$ cat config.mk
export PLATFORM = sky130hd
export DESIGN_NAME = dmem_arbiter
export DESIGN_NICKNAME = d
export VERILOG_FILES = /design/src/rtl/dmem_pkg.sv /design/src/rtl/dmem_starve_ctr.sv /design/src/rtl/dmem_arbiter.sv
export SDC_FILE = /design/constraint.sdc
export NUM_CORES = 1
export LEC_CHECK = 0
export BUFFER_PORTS_ARGS = -buffer_cell sky130_fd_sc_hd__buf_4
export CAP_MARGIN = 10
export CORE_AREA = 2 2 101 103
export CTS_CLUSTER_SIZE = 10
export DETAILED_ROUTE_END_ITERATION = 10
export DIE_AREA = 0 0 103 105
export GPL_TIMING_DRIVEN = 0
export HOLD_SLACK_MARGIN = 0.12
export PLACE_DENSITY_LB_ADDON = 0.1
export SETUP_SLACK_MARGIN = 0.15
export SLEW_MARGIN = 20
export SYNTH_ARGS = -nofsm -noshare
export SYNTH_HDL_FRONTEND = slang
export SYNTH_HIERARCHICAL = 1
export SYNTH_SLANG_ARGS = --single-unit
$ cat constraint.sdc
create_clock -name CLOCK_50 -period 2.8 [get_ports CLOCK_50]
set_clock_uncertainty 0.15 [all_clocks]
set_input_delay 0.42 -clock CLOCK_50 [delete_from_list [all_inputs] [get_ports CLOCK_50]]
set_output_delay 0.42 -clock CLOCK_50 [all_outputs]
set_load 0.05 [all_outputs]
$ cat src/rtl/dmem_pkg.sv
// dmem_pkg: shared defaults and response-owner encoding for the data-memory arbiter.
package dmem_pkg;
    localparam int DMEM_ADDR_W     = 16;
    localparam int DMEM_DATA_W     = 32;
    localparam int DMEM_STARVE_LIM = 8;
    typedef enum logic [1:0] {OWN_NONE, OWN_CPU, OWN_HOST} owner_e;
endpackage

$ cat src/rtl/dmem_starve_ctr.sv
// dmem_starve_ctr: saturating host-starvation counter with clear, increment and limit flag.
module dmem_starve_ctr #(
    parameter int LIM = 8
) (
    input  logic       clk,
    input  logic       rst_n,
    input  logic       clr,
    input  logic       inc,
    output logic [7:0] cnt,
    output logic       at_lim
);
    logic [7:0] cnt_q, cnt_d;
    always_comb cnt_d = clr ? 8'd0 : (inc && cnt_q != 8'(LIM)) ? cnt_q + 8'd1 : cnt_q;
    always_ff @(posedge clk or negedge rst_n) begin
        if (!rst_n) cnt_q <= '0;
        else        cnt_q <= cnt_d;
    end
    assign cnt    = cnt_q;
    assign at_lim = cnt_q == 8'(LIM);
endmodule

$ cat src/rtl/dmem_arbiter.sv
// dmem_arbiter: shares one synchronous data-memory port between the CPU LSU and the host port.
// CPU has priority; the starvation counter forces a host slot under sustained CPU traffic.
module dmem_arbiter
    import dmem_pkg::*;
#(
    parameter int ADDR_W     = DMEM_ADDR_W,
    parameter int DATA_W     = DMEM_DATA_W,
    parameter int STARVE_LIM = DMEM_STARVE_LIM
) (
    input  logic              CLOCK_50,
    input  logic              reset_n,
    input  logic              cpu_req,
    input  logic              cpu_we,
    input  logic [ADDR_W-1:0] cpu_addr,
    input  logic [DATA_W-1:0] cpu_wdata,
    output logic              cpu_gnt,
    output logic              cpu_rvalid,
    output logic [DATA_W-1:0] cpu_rdata,
    output logic              cpu_err,
    input  logic              host_req,
    input  logic              host_we,
    input  logic [ADDR_W-1:0] host_addr,
    input  logic [DATA_W-1:0] host_wdata,
    output logic              host_gnt,
    output logic              host_rvalid,
    output logic [DATA_W-1:0] host_rdata,
    output logic              host_err,
    input  logic              host_hold,
    output logic              mem_en,
    output logic              mem_we,
    output logic [ADDR_W-1:0] mem_addr,
    output logic [DATA_W-1:0] mem_wdata,
    input  logic [DATA_W-1:0] mem_rdata,
    output logic [7:0]        starve_cnt
);
    logic              at_lim, host_win, cpu_win, any_gnt, mis, sel_we;
    logic [ADDR_W-1:0] sel_addr;
    logic [DATA_W-1:0] sel_wdata;
    owner_e            own_q, own_d;
    logic              mis_q, mis_d;

    // Grants are gated by reset_n so every output reads zero while reset is held.
    always_comb begin
        host_win  = reset_n & host_req & (host_hold | ~cpu_req | at_lim);
        cpu_win   = reset_n & ~host_win & cpu_req & ~host_hold;
        any_gnt   = host_win | cpu_win;
        sel_we    = host_win ? host_we : cpu_we;
        sel_addr  = host_win ? host_addr : cpu_addr;
        sel_wdata = host_win ? host_wdata : cpu_wdata;
        mis       = sel_addr[1:0] != 2'b00;
        own_d     = host_win ? OWN_HOST : cpu_win ? OWN_CPU : OWN_NONE;
        mis_d     = any_gnt & mis;
    end

    always_ff @(posedge CLOCK_50 or negedge reset_n) begin
        if (!reset_n) begin
            own_q <= OWN_NONE;
            mis_q <= 1'b0;
        end else begin
            own_q <= own_d;
            mis_q <= mis_d;
        end
    end

    always_comb begin
        cpu_gnt     = cpu_win;
        host_gnt    = host_win;
        mem_en      = any_gnt & ~mis;
        mem_we      = any_gnt & ~mis & sel_we;
        mem_addr    = any_gnt ? sel_addr : '0;
        mem_wdata   = any_gnt ? sel_wdata : '0;
        cpu_rvalid  = own_q == OWN_CPU;
        host_rvalid = own_q == OWN_HOST;
        cpu_err     = cpu_rvalid & mis_q;
        host_err    = host_rvalid & mis_q;
        cpu_rdata   = (cpu_rvalid & ~mis_q) ? mem_rdata : '0;
        host_rdata  = (host_rvalid & ~mis_q) ? mem_rdata : '0;
    end

    dmem_starve_ctr #(.LIM(STARVE_LIM)) u_starve (
        .clk    (CLOCK_50),
        .rst_n  (reset_n),
        .clr    (host_win | ~host_req),
        .inc    (host_req & ~host_win),
        .cnt    (starve_cnt),
        .at_lim (at_lim)
    );
endmodule
==> impl_metrics.json, run 1 <==
{
  "clock_tree.buffer_depth": 2,
  "net_count_final": 739,
  "post_drt_wl_per_cell_um": 16.7,
  "worstPathBufferInverterCount": 4,
  "gpl.final_weighted_congestion": 0.806,
  "synth-warning-count": 6,
  "crit_path_end_kind": "output port",
  "cts.sinks": 11,
  "grt_antenna_before_repair": 0,
  "ys_seq_elements": 11,
  "clockRootBuffer": "sky130_fd_sc_hd__clkbuf_8",
  "irDropWorstVdd_mv": 0.125,
  "sequential_fraction_of_the_synthesis_area_pct": 14.0,
  "drive_above_1_share_pct": 73.5,
  "finalWorstPathRequiredPeriod_ns": 2.81,
  "dp.final_hpwl_um": 9450,
  "die_height_um": 105,
  "clk_pin_slew_worst_paths_ns": 0.05,
  "synthesis.instances": 319,
  "place_inst": 714,
  "critPathKind": "reg -> out",
  "maxClockFrequency_mhz": 356,
  "post-route-util_pct": 60.8,
  "initial_core_util_pct": 20.5,
  "dp_slack_ns": -0.0346,
  "synth.cell_area_sq_um": 1970,
  "worst_slew_margin_rel_pct": 45.9,
  "number_of_design_rule_violations_left_after_detail_routing": 0,
  "area_of_the_core_region_sq_um": 9640,
  "worst-slew-pin-transition_ns": 0.812,
  "final-hold-violation-count": 0,
  "drt-total-wl_um": 12200,
  "cts-buffers-inserted": 3,
  "insertion_delay_ns": 0.23,
  "horizontal_die_dimension_um": 103,
  "tritoncts_clock_tree": "built",
  "worst_hold_path_type": "in -> reg",
  "drt-initial-drc-count": 146,
  "slowest_stage_cell_cp": "sky130_fd_sc_hd__or3b_4",
  "io-pin-count": 263,
  "setup_ws_ns": -0.0116,
  "first_global_vias": 3423,
  "report.final.setup_viol": 3,
  "timing.critical_path.arrival_ns": 2.24,
  "synth_cell_type_count": 34,
  "power_density_nw_per_um2": 228,
  "final_area_sq_um": 5860,
  "n_antenna_cell": 0,
  "pin_count_of_the_biggest_net_entering_global_routing": 12,
  "cap_viol_max_count": 0,
  "placement_rows": 36,
  "syn2layout_area_growth_pct": 197,
  "timing.critical_path.fanout_max": 5,
  "worstPathRequired_ns": 2.23,
  "gr-total-overflow": 0,
  "first_pass_drt_iterations": 4,
  "number_of_input_and_output_port_buffers_inserted": 262,
  "wire_length_of_the_first_global_routing_pass_um": 17000,
  "critical-path-top-delay-family": "simple AND/OR/NAND/NOR gates",
  "violations": "negative setup slack",
  "synth.avg_cell_area_sq_um": 6.18,
  "slew_violations": 0,
  "postSynthNetCount": 456,
  "fin_crit_sh_pct": 100,
  "floorplan.die_area_sq_um": 10800,
  "unrepaired_setup_endpoints_after_global_routing": "yes",
  "power.static_leakage_nw": 2.49,
  "crit_path_cell_trace": "inv_2 > ha_4 > nor4b_4 > and3_4 > or3b_4 > clkbuf_16 > clkbuf_16 > nand3_1 > a21oi_4 > buf_8",
  "grt_usage_pct": 19.5,
  "htreeDepth": 1,
  "path_common_cell": "sky130_fd_sc_hd__clkbuf_16",
  "outcome": "finished, violations left",
  "vias_per_cell": 4.72,
  "number_of_vias_after_detailed_routing": 3465,
  "hold_ws_ns": 0.331,
  "maximum_single_stage_delay_on_the_critical_path_ns": 0.41,
  "drt.antenna.violating_nets": 0,
  "critical_path.startpoint_type": "flip-flop",
  "final_cells": 734,
  "placement.cell_area_sq_um": 4720
}
## synthesized netlist by cell type
cell,number,share of area (%)
sky130_fd_sc_hd__dfrtp_1,11,14
sky130_fd_sc_hd__nor4b_2,1,0.76
sky130_fd_sc_hd__o211ai_1,1,0.38
sky130_fd_sc_hd__o31ai_1,1,0.38
sky130_fd_sc_hd__mux2i_1,1,0.51
sky130_fd_sc_hd__nand3_1,49,12
sky130_fd_sc_hd__xor2_1,2,0.89
sky130_fd_sc_hd__buf_2,14,3.6
sky130_fd_sc_hd__nand4_2,1,0.63
sky130_fd_sc_hd__nand2b_1,2,0.63
sky130_fd_sc_hd__nor3b_2,1,0.63
sky130_fd_sc_hd__and3b_1,1,0.44
sky130_fd_sc_hd__buf_6,1,0.57
sky130_fd_sc_hd__inv_1,5,0.95
sky130_fd_sc_hd__nor2_1,7,1.3
sky130_fd_sc_hd__or3_1,2,0.63
sky130_fd_sc_hd__nand2_1,7,1.3
sky130_fd_sc_hd__or4_1,1,0.38
sky130_fd_sc_hd__nor2b_1,3,0.95
sky130_fd_sc_hd__nand3_2,1,0.51
sky130_fd_sc_hd__a21oi_1,54,14
sky130_fd_sc_hd__a31oi_1,1,0.32
sky130_fd_sc_hd__o21ai_1,7,1.8
sky130_fd_sc_hd__clkbuf_1,18,3.4
sky130_fd_sc_hd__ha_1,2,1.3
sky130_fd_sc_hd__nand4_1,3,0.95
sky130_fd_sc_hd__a311o_2,1,0.57
sky130_fd_sc_hd__buf_4,1,0.38
sky130_fd_sc_hd__and2_1,68,22
sky130_fd_sc_hd__or3b_1,1,0.44
sky130_fd_sc_hd__and3_1,3,0.95
sky130_fd_sc_hd__mux2_1,1,0.57
sky130_fd_sc_hd__and2b_1,2,0.76
sky130_fd_sc_hd__o21ai_0,45,11
## through the flow
stage                     power [mW]  setup TNS, ns
final                           1.33        -0.0324
after global routing            1.39          -1.62
after CTS                       1.24              0
after detailed placement       0.990         -0.549
after global placement         0.983          -3.49
after floorplan                0.679              0
## where the power goes
group          leakage (nW)  internal (mW)  switching, mW
Combinational          2.33          0.418          0.588
Sequential            0.146          0.164        0.00301
Clock                0.0228          0.100         0.0619
## worst paths after layout
kind / from / end / slack [ns] / cells past startpoint
setup / recovery: u_starve/cnt[1] / mem_addr[13] / -0.01 / 10
hold / removal: reset_n / own_q[0] / 0.33 / 2
setup reg to reg: u_starve/cnt[1] / u_starve/cnt[7] / 0.04 / 12
hold reg to reg: u_starve/cnt[6] / u_starve/cnt[6] / 0.50 / 2
max in group asynchronous: reset_n / u_starve/cnt[1] / 1.53 / 2
min in group asynchronous: reset_n / u_starve/cnt[2] / 0.59 / 2
## per-layer routing
layer | GRT usage (%) | wire, um | vias up
li1 | - | - | 1685
met1 | 20.0 | 4070 | 1588
met2 | 39.4 | 6820 | 176
met3 | 4.01 | 1110 | 16
met4 | 3.48 | 236 | 0
met5 | 0 | 0 | -
## logic make-up after synthesis
group,after synthesis,synth area share (%)
fa+ha+maj,2,1.27
buf+inv,39,8.88
xor+xnor,2,0.888
simple gates,153,45.4
mux,2,1.08
compound gates,110,28.6
flops,11,14.0
## state kept, by name, indices dropped and copies added, names as in the netlist
register      cells
mis_q             1
own_q             2
u_starve/cnt      8
## cells in the final DEF, fill, tap and decap left out, drive strengths merged, types with 5 or more instances in the layout
cell    Yosys  final
a21oi      54     54
and2       68     68
buf        16    292
clkbuf     18     23
dfrtp      11     11
inv         5      5
nand2       7      7
nand3      50     50
nor2        7      7
o21ai      52     52
## area by class of cell
cell class | count | area, sq um
inverters | 5 | 18.8
clock buffers | 4 | 45.0
well taps | 133 | 166
fillers | 872 | 3780
plain buffers | 34 | 264
multi-input cells | 269 | 2670
repair buffers | 278 | 2420
flip-flops and latches | 11 | 279
## timing repair
| action | CTS | global route |
|---|---|---|
| pin swaps | 18 | 52 |
| setup buffers | 6 | 4 |
| endpoints found under the setup margin | 54 | 53 |
| gates cloned | 1 | 4 |
| hold endpoints to repair | 11 | 0 |
| resized for setup | 143 | 105 |
| hold buffers | 1 | 0 |
Note: power is estimated with default switching activity, not from simulation.
==> run 2: changes to the inputs <==
- clock period: 2.8 -> 2.5 ns (I/O delays scaled with it)
==> impl_metrics.json, run 2 (same netlist as run 1, synthesis figures left out) <==
{
  "final_cell_mix": "sky130_fd_sc_hd__buf_4 (218), sky130_fd_sc_hd__and2_1 (67), sky130_fd_sc_hd__a21oi_4 (50), sky130_fd_sc_hd__buf_6 (37), sky130_fd_sc_hd__o21ai_1 (31)",
  "pin_count_of_the_biggest_net_entering_global_routing": 12,
  "final_cells": 732,
  "fin_crit_sh_pct": 110,
  "r2r-start": "u_starve/cnt[0]",
  "setup_ws_ns": -0.252,
  "post_route_setup_tns_ns": -12.22,
  "horizontal_die_dimension_um": 103,
  "report.final.setup_viol": 58,
  "first_global_vias": 3395,
  "vias_per_cell": 4.74,
  "placement_rows": 36,
  "area_of_the_core_region_sq_um": 9640,
  "final-hold-violation-count": 0,
  "clock_tree.buffer_depth": 2,
  "worst_hold_path.endpoint": "own_q[0]",
  "net_count_final": 737,
  "area.sequential_sq_um": 279,
  "timing.reg2reg.setup_slack_ns": -0.21,
  "clk_pin_slew_worst_paths_ns": 0.05,
  "outcome": "finished, violations left",
  "drt.antenna.violating_nets": 0,
  "initial_core_util_pct": 20.5,
  "die_height_um": 105,
  "tritoncts_clock_tree": "built",
  "syn2layout_area_growth_pct": 200,
  "maxClockFrequency_mhz": 363,
  "hold_ws_ns": 0.280,
  "critical_path.reg2reg.endpoint": "u_starve/cnt[7]",
  "floorplan.die_area_sq_um": 10800,
  "number_of_input_and_output_port_buffers_inserted": 262,
  "unrepaired_setup_endpoints_after_global_routing": "yes",
  "io-pin-count": 263,
  "irDropWorstVdd_mv": 0.142,
  "worst_hold_path_type": "in -> reg",
  "rr_worst_depth": 11,
  "maximum_single_stage_delay_on_the_critical_path_ns": 0.43,
  "power.internal_mw": 0.765,
  "slowest_stage_cell_cp": "sky130_fd_sc_hd__or3b_4",
  "clockRootBuffer": "sky130_fd_sc_hd__clkbuf_8",
  "dp.final_hpwl_um": 9420,
  "wire_length_of_the_first_global_routing_pass_um": 17900,
  "clkPwrFrac_pct": 12.1,
  "gr-total-overflow": 0,
  "gpl.final_weighted_congestion": 0.817,
  "worst_slew_margin_rel_pct": 53.5,
  "slew_violations": 0,
  "drive_above_1_share_pct": 74.0,
  "timing.critical_path.arrival_ns": 2.23,
  "cts.sinks": 11,
  "holdCritStartpoint": "reset_n",
  "cts-buffers-inserted": 3,
  "timing.critical_path.fanout_max": 5,
  "largest_reg_flops": 8,
  "crit_path_end_kind": "output port",
  "number_of_vias_after_detailed_routing": 3468,
  "insertion_delay_ns": 0.24,
  "grt_usage_pct": 20.7,
  "power.static_leakage_nw": 2.50,
  "cap_viol_max_count": 0,
  "drt-initial-drc-count": 96,
  "htreeDepth": 1,
  "drt-total-wl_um": 12400,
  "whs_path_depth": 2,
  "critical_path.startpoint_type": "flip-flop",
  "number_of_design_rule_violations_left_after_detail_routing": 0,
  "power_density_nw_per_um2": 253,
  "post_drt_wl_per_cell_um": 16.9,
  "worst-slew-pin-transition_ns": 0.690,
  "multi_input_comb_area_sq_um": 2690,
  "fillers": 869,
  "critPathKind": "reg -> out",
  "path_common_cell": "sky130_fd_sc_hd__clkbuf_16",
  "net_switching_power_figure_mw": 0.731,
  "crit_path_cell_trace": "inv_2 > ha_4 > nor4b_4 > and3_4 > or3b_4 > clkbuf_16 > clkbuf_16 > nand3_4 > a21oi_4 > buf_6",
  "finalWorstPathRequiredPeriod_ns": 2.75,
  "grt_antenna_before_repair": 0,
  "pwr-share-comb_pct": 75.4,
  "power.sequential.fraction_pct": 12.6,
  "place_inst": 714,
  "n_antenna_cell": 0,
  "first_pass_drt_iterations": 4,
  "mostFrequentLayoutCell": "sky130_fd_sc_hd__buf_4",
  "worstPathRequired_ns": 1.98,
  "power.share.switching_pct": 48.9,
  "violations": "negative setup slack"
}
[run 2: cell types whose count changed in the layout (fill, tap and decap cells not counted), sizes merged]
cell	change
clkbuf	+1
buf	-3
[run 2: worst max-delay path: cells and delay by family, from the launching register on]
| kind | cells | cell delay [ns] |
|---|---|---|
| adders and majority gates | 1 | 0.14 |
| AOI/OAI and AO/OA | 1 | 0.06 |
| DFF | 1 | 0.37 |
| buffers and inverters | 4 | 0.58 |
| and+or+nand+nor | 4 | 0.82 |
[run 2: worst max path at each step]
stage                    start         endpoint  slack, ns  depth (start not counted)
2_1_floorplan  u_starve/cnt[0]  u_starve/cnt[7]      -0.23                         11
3_3_place_gp           cpu_req     mem_wdata[2]      -0.48                          6
3_5_place_dp           cpu_req    mem_wdata[10]      -0.46                          6
4_1_cts        u_starve/cnt[0]      mem_addr[7]      -0.25                         10
5_1_grt        u_starve/cnt[0]    mem_wdata[20]      -0.31                         10
6_report       u_starve/cnt[0]    mem_wdata[11]      -0.25                         10
[run 2: per-layer routing]
metal	GRT usage (%)	part of all wire, %	vias up
met5	0	0	-
met4	8.83	4.3	0
met3	4.48	8.5	33
met1	22.6	35	1591
li1	-	-	1684
met2	37.5	52	160
[run 2: area by class of cell]
type	count	area share [%]
sequential	11	4.72
multi-input combinational	269	45.5
inverter	5	0.317
timing repair buffer	276	41.0
buffer	34	4.87
tap	133	2.81
clock buffer	4	0.762
[run 2: metrics by stage]
| stage | cell area, sq um | utilization, % | setup slack [ns] | power [mW] |
|---|---|---|---|---|
| after CTS | 5570 | 57.7 | -0.251 | 1.45 |
| after detailed placement | 4880 | 50.6 | -0.458 | 1.14 |
| after floorplan | 2740 | - | -0.226 | 0.788 |
| after global placement | 4880 | 50.6 | -0.480 | 1.13 |
| after global routing | 5910 | 61.3 | -0.310 | 1.57 |
| final | 5910 | 61.3 | -0.252 | 1.50 |
[run 2: repair_timing]
action | in CTS | in global routing
hold endpoints to repair | 11 | 0
hold buffers | 1 | 0
gates resized for setup | 151 | 57
buffers inserted | 5 | 2
setup endpoints to repair | 60 | 89
pin swaps | 16 | 40
gates cloned | 3 | 3
[run 2: power groups by stage]
stage          registers (mW)  clock network (mW)  logic (mW)
2_1_floorplan           0.200                   0       0.587
5_1_grt                 0.188               0.195        1.18
6_report                0.188               0.181        1.13
4_1_cts                 0.187               0.188        1.07
3_3_place_gp            0.194                   0       0.939
3_5_place_dp            0.194                   0       0.946
